==> src/rtl/alu_8bit_pkg.sv <==
// Shared opcode encodings, instruction field positions and the result payload
// for the 8-bit calculator ALU.
package alu_8bit_pkg;

    localparam int unsigned DATA_W  = 8;
    localparam int unsigned OPC_W   = 2;
    localparam int unsigned INSTR_W = OPC_W + 2 * DATA_W;

    localparam logic [OPC_W-1:0] OP_ADD = 2'b00;
    localparam logic [OPC_W-1:0] OP_SUB = 2'b01;
    localparam logic [OPC_W-1:0] OP_MUL = 2'b10;
    localparam logic [OPC_W-1:0] OP_DIV = 2'b11;

    localparam int unsigned OPC_MSB = 17;
    localparam int unsigned OPC_LSB = 16;
    localparam int unsigned A_MSB   = 15;
    localparam int unsigned A_LSB   = 8;
    localparam int unsigned B_MSB   = 7;
    localparam int unsigned B_LSB   = 0;

    typedef struct packed {
        logic [DATA_W-1:0] out;
        logic [DATA_W-1:0] ext;
        logic              overflow;
        logic              carry;
    } alu_result_t;

endpackage

==> src/rtl/alu_8bit_if.sv <==
// Instruction/result bundle between the calculator sequencer and the ALU.
interface alu_8bit_if;
    import alu_8bit_pkg::*;

    logic [INSTR_W-1:0] instruction;
    logic [DATA_W-1:0]  out;
    logic [DATA_W-1:0]  extended_out;
    logic               overflow;
    logic               carry;

    modport master (
        output instruction,
        input  out,
        input  extended_out,
        input  overflow,
        input  carry
    );

    modport slave (
        input  instruction,
        output out,
        output extended_out,
        output overflow,
        output carry
    );
endinterface

==> src/rtl/alu_8bit_divider.sv <==
// Combinational 8-bit unsigned restoring divider. A zero divisor naturally
// yields quotient 0xFF and remainder = dividend; div_by_zero flags that case.
module alu_8bit_divider
    import alu_8bit_pkg::*;
(
    input  logic [DATA_W-1:0] a,
    input  logic [DATA_W-1:0] b,
    output logic [DATA_W-1:0] quotient,
    output logic [DATA_W-1:0] remainder,
    output logic              div_by_zero
);

    logic [DATA_W:0] partial;

    // One restoring step per dividend bit, MSB first; partial stays below 2*b.
    always_comb begin
        partial  = '0;
        quotient = '0;
        for (int i = DATA_W - 1; i >= 0; i--) begin
            partial = {partial[DATA_W-1:0], a[i]};
            if (partial >= {1'b0, b}) begin
                partial     = partial - {1'b0, b};
                quotient[i] = 1'b1;
            end
        end
    end

    assign remainder   = partial[DATA_W-1:0];
    assign div_by_zero = (b == '0);

endmodule

==> src/rtl/alu_8bit.sv <==
// 8-bit unsigned calculator ALU: decodes one instruction per clock and
// registers out / extended_out / overflow / carry with async active-high reset.
module alu_8bit
    import alu_8bit_pkg::*;
(
    input  logic       clk,
    input  logic       rst,
    alu_8bit_if.slave  bus
);

    logic [OPC_W-1:0]    opcode;
    logic [DATA_W-1:0]   a;
    logic [DATA_W-1:0]   b;
    logic [DATA_W:0]     sum;
    logic [DATA_W:0]     diff;
    logic [2*DATA_W-1:0] prod;
    logic [DATA_W-1:0]   quotient;
    logic [DATA_W-1:0]   remainder;
    logic                div_by_zero;
    alu_result_t         res_d;
    alu_result_t         res_q;

    assign opcode = bus.instruction[OPC_MSB:OPC_LSB];
    assign a      = bus.instruction[A_MSB:A_LSB];
    assign b      = bus.instruction[B_MSB:B_LSB];

    // diff[8] is the borrow, set exactly when a < b.
    assign sum  = {1'b0, a} + {1'b0, b};
    assign diff = {1'b0, a} - {1'b0, b};
    assign prod = (2*DATA_W)'(a) * (2*DATA_W)'(b);

    alu_8bit_divider u_divider (
        .a           (a),
        .b           (b),
        .quotient    (quotient),
        .remainder   (remainder),
        .div_by_zero (div_by_zero)
    );

    // Next-result select; every field defaults to zero.
    always_comb begin
        res_d = '0;
        unique case (opcode)
            OP_ADD: begin
                res_d.out      = sum[DATA_W-1:0];
                res_d.carry    = sum[DATA_W];
                res_d.overflow = (a[DATA_W-1] == b[DATA_W-1]) &&
                                 (sum[DATA_W-1] != a[DATA_W-1]);
            end
            OP_SUB: begin
                res_d.out      = diff[DATA_W-1:0];
                res_d.carry    = diff[DATA_W];
                res_d.overflow = (a[DATA_W-1] != b[DATA_W-1]) &&
                                 (diff[DATA_W-1] != a[DATA_W-1]);
            end
            OP_MUL: begin
                res_d.out      = prod[DATA_W-1:0];
                res_d.ext      = prod[2*DATA_W-1:DATA_W];
                res_d.carry    = (prod[2*DATA_W-1:DATA_W] != '0);
                res_d.overflow = (prod[2*DATA_W-1:DATA_W] != '0);
            end
            OP_DIV: begin
                if (div_by_zero) begin
                    res_d.out      = '1;
                    res_d.ext      = a;
                    res_d.overflow = 1'b1;
                end else begin
                    res_d.out = quotient;
                    res_d.ext = remainder;
                end
            end
            default: res_d = '0;
        endcase
    end

    always_ff @(posedge clk or posedge rst) begin
        if (rst) begin
            res_q <= '0;
        end else begin
            res_q <= res_d;
        end
    end

    assign bus.out          = res_q.out;
    assign bus.extended_out = res_q.ext;
    assign bus.overflow     = res_q.overflow;
    assign bus.carry        = res_q.carry;

endmodule

==> src/flat_wrapper.sv <==
// flat-port wrapper written by rule: the top's interface ports become plain ports
module alu_8bit_flat import alu_8bit_pkg::*;
  (clk, rst, bus_instruction, bus_out, bus_extended_out, bus_overflow, bus_carry);
  alu_8bit_if bus_i ();
  input  logic clk;
  input  logic rst;
  input wire logic [$bits(bus_i.instruction)-1:0] bus_instruction;
  output wire logic [$bits(bus_i.out)-1:0] bus_out;
  output wire logic [$bits(bus_i.extended_out)-1:0] bus_extended_out;
  output wire logic [$bits(bus_i.overflow)-1:0] bus_overflow;
  output wire logic [$bits(bus_i.carry)-1:0] bus_carry;
  assign bus_i.instruction = bus_instruction;
  assign bus_out = bus_i.out;
  assign bus_extended_out = bus_i.extended_out;
  assign bus_overflow = bus_i.overflow;
  assign bus_carry = bus_i.carry;
  alu_8bit u_core (.clk(clk), .rst(rst), .bus(bus_i));
endmodule
==> config.mk <==
export PLATFORM = sky130hd
export DESIGN_NAME = alu_8bit_flat
export DESIGN_NICKNAME = d
export VERILOG_FILES = /design/src/rtl/alu_8bit_pkg.sv /design/src/rtl/alu_8bit_if.sv /design/src/rtl/alu_8bit_divider.sv /design/src/rtl/alu_8bit.sv /design/src/flat_wrapper.sv
export SDC_FILE = /design/constraint.sdc
export NUM_CORES = 1
export LEC_CHECK = 0
export ABC_AREA = 0
export CORE_UTILIZATION = 35
export DETAILED_ROUTE_END_ITERATION = 8
export PLACE_DENSITY_LB_ADDON = 0.08
export SKIP_CTS_REPAIR_TIMING = 1
export SYNTH_ARGS = -nofsm -noshare
export SYNTH_HDL_FRONTEND = slang
export SYNTH_HIERARCHICAL = 1
export SYNTH_SLANG_ARGS = --single-unit
==> constraint.sdc <==
create_clock -name clk -period 0.8 [get_ports clk]
set_input_delay 0.12 -clock clk [delete_from_list [all_inputs] [get_ports clk]]
set_output_delay 0.12 -clock clk [all_outputs]
set_load 0.1 [all_outputs]
==> impl_metrics.ini <==
[clock_network]
cts_buffers = 3
cts-root-buf = clkbuf_16
cts_sinks = 18
clk_pin_slew_ns = 0.05
tritoncts = yes
cts.htree.levels = 1
clockBufferDepth = 2

[cells_and_area]
syn_to_final_growth_pct = 66.5
fin_cells = 1530
final_net_count = 1441
fill_cells = 1779
antenna_cells = 0
drive_gt1_frac = 0.462

[outcome]
outcome = complete, but fails checks
violations = setup timing

[power]
ir_drop_mv = 2.31
power_density_nw_per_um2 = 2930
leakage_nw = 5.75
power_mw = 34.3

[global_routing]
grt_usage = 0.235
grt_pass1_vias = 7289
grt_pass1_wl_um = 37800
grt_antenna_before_repair = 0
grt_max_degree = 20
gr-total-overflow = 0

[worst_setup_path]
cp-end-kind = register
path_class = in -> reg
critPathRequiredTime_ns = 0.95
crit_top_cell = ha_4
cpPeakStageDelay_ns = 0.39
arrival_ns = 13.21
start_kind = input pin
cp_max_fo = 7
slowest_stage = a221o_2

[yosys]
yosys-top-cells-count = 119 x inv_1, 110 x ha_1, 67 x nor2_1
syn_inst = 883
yosys_warnings = 6
synth_seq_cells = 18
ys_types = 76
synthArstFlopShare = 1.00
synth.most_common_cell = inv_1
seq_area_frac_synth = 0.0640
synth_area_leaders = ha_1 20%, fa_1 13%, dfrtp_1 6.4%
ys.flop_type = dfrtp_1
yosysTopAreaCell = ha_1
synth_top_area_frac = 0.196
syn-num-nets = 1058
synth_edf_count = 0
synth_area_per_cell_um2 = 7.97
synth.cell_area_um2 = 7040

[route]
routed_wl_um = 24300
vias_per_cell = 4.91
drt_iter0_drc = 307
post_drt_wl_per_cell_um = 15.9
drc = 0
dr_total_vias = 7506
drtPass1Iterations = 4
ant_nets = 0

[timing]
slew-limit-headroom = 0.639
rsz0062_at_grt = true
fin_ws_ns = -12.26
hold_viol = 0
worst_hold_slack_ns = 0.193
tightest_slew_ns = 0.535
max_freq_mhz = 76.6
final_max_slew_viol_count = 0
fin_tns_setup_ns = -158.96
period_share = 16.3
finalCriticalPeriod_ns = 13.06
setup_viol = 36

[die]
coreArea_um2 = 19600
die-width_um = 144
die_y_um = 144
start_util = 0.359
pin_count = 38
dieArea_um2 = 20700
num_rows = 51

[placed_design]
hpwl_um = 20600
place_inst = 1498
pre_cts_slack_ns = -13.71
port_buffers = 37
gp_congestion = 0.864

[hold_path]
hp-class = in -> async

[flow_run]
cap_violations = 0
[sequential cells by signal, indices dropped and copies added (netlist names)]
name,flops
u_core/bus.out,8
u_core/bus.carry,1
u_core/bus.overflow,1
u_core/bus.extended_out,8
[stage by stage]
step                      area (µm²)  utilization
after global placement         10800        0.551
after CTS                      10900        0.555
after floorplan                 7490            -
after global routing           11700        0.598
after detailed placement       10800        0.551
final                          11700        0.598
[area by class of cell]
class	count	area, µm²	area share
multi-input cells	724	6970	0.595
flip-flops and latches	18	472	0.0403
clock buffers	4	88.8	0.00758
repair buffers	397	3370	0.288
inverters	122	477	0.0407
well taps	265	332	0.0283
[how the worst max path moves through the flow]
stage | endpoint | cells after the start | slack, ns | from
after detailed placement | u_core/bus.extended_out[3]$_DFF_PP0_ | 75 | -13.71 | bus_instruction[0]
after global routing | u_core/bus.extended_out[3]$_DFF_PP0_ | 80 | -12.98 | bus_instruction[15]
after global placement | u_core/bus.extended_out[3]$_DFF_PP0_ | 74 | -13.36 | bus_instruction[0]
after CTS | u_core/bus.extended_out[3]$_DFF_PP0_ | 75 | -13.50 | bus_instruction[0]
after floorplan | u_core/bus.out[0]$_DFF_PP0_ | 79 | -12.75 | bus_instruction[1]
final | u_core/bus.extended_out[3]$_DFF_PP0_ | 74 | -12.26 | bus_instruction[15]
[per-layer routing]
layer	track usage	vias up	routed length, µm
met5	0	-	0
met4	0.0230	0	110
met3	0.00733	8	527
met2	0.411	67	11700
met1	0.330	3569	12000
li1	-	3862	-
[worst max-delay path: cells and delay by family]
kind | cells | cell delay, ns
adders and majority gates | 9 | 1.92
buffers and inverters | 13 | 1.41
muxes | 7 | 1.83
AOI/OAI and AO/OA | 33 | 5.54
and+or+nand+nor | 12 | 2.34
[report_power, final]
group	internal [mW]	total, mW	switching [mW]	leakage (nW)
registers	1.27	1.50	0.236	0.203
clock network	0.760	1.08	0.319	0.0442
logic	16.1	31.7	15.6	5.51
total	18.2	34.3	16.2	5.75
[cell families after synthesis]
| logic type | synth area share |
|---|---|
| muxes | 0.0569 |
| xor gates and xnor gates | 0.0610 |
| DFF | 0.0640 |
| adders and majority gates | 0.324 |
| AOI/OAI and AO/OA | 0.215 |
| and+or+nand+nor | 0.203 |
| buffers and inverters | 0.0772 |
[layout by cell type (no fill, tap or decap), types with 6 or more instances in the layout]
cell type        count
nand2_1             47
buf_12              21
inv_2                9
nand4_1             10
mux2_2               6
ha_2                 7
a21oi_1             30
nand2b_1            15
nor2_1              58
inv_1              106
mux2_4               8
a211oi_2             6
o21a_1              14
fa_1                41
o21bai_1             9
o21ai_1             10
nand2_2              6
clkdlybuf4s50_1      6
buf_6               23
nor3_1              13
xor2_1              16
mux2i_1             13
and2_1              34
ha_4                22
xnor2_1             32
dfrtp_2             17
nor2b_1             14
nor2b_4              6
a21o_1              14
nand3_1             15
dlymetal6s2s_1       7
mux2i_4              6
o211ai_1             9
o21ai_2              8
buf_4              338
o21ai_0             22
ha_1                81
a21oi_2             11
Power figures use the tool's default switching activity.
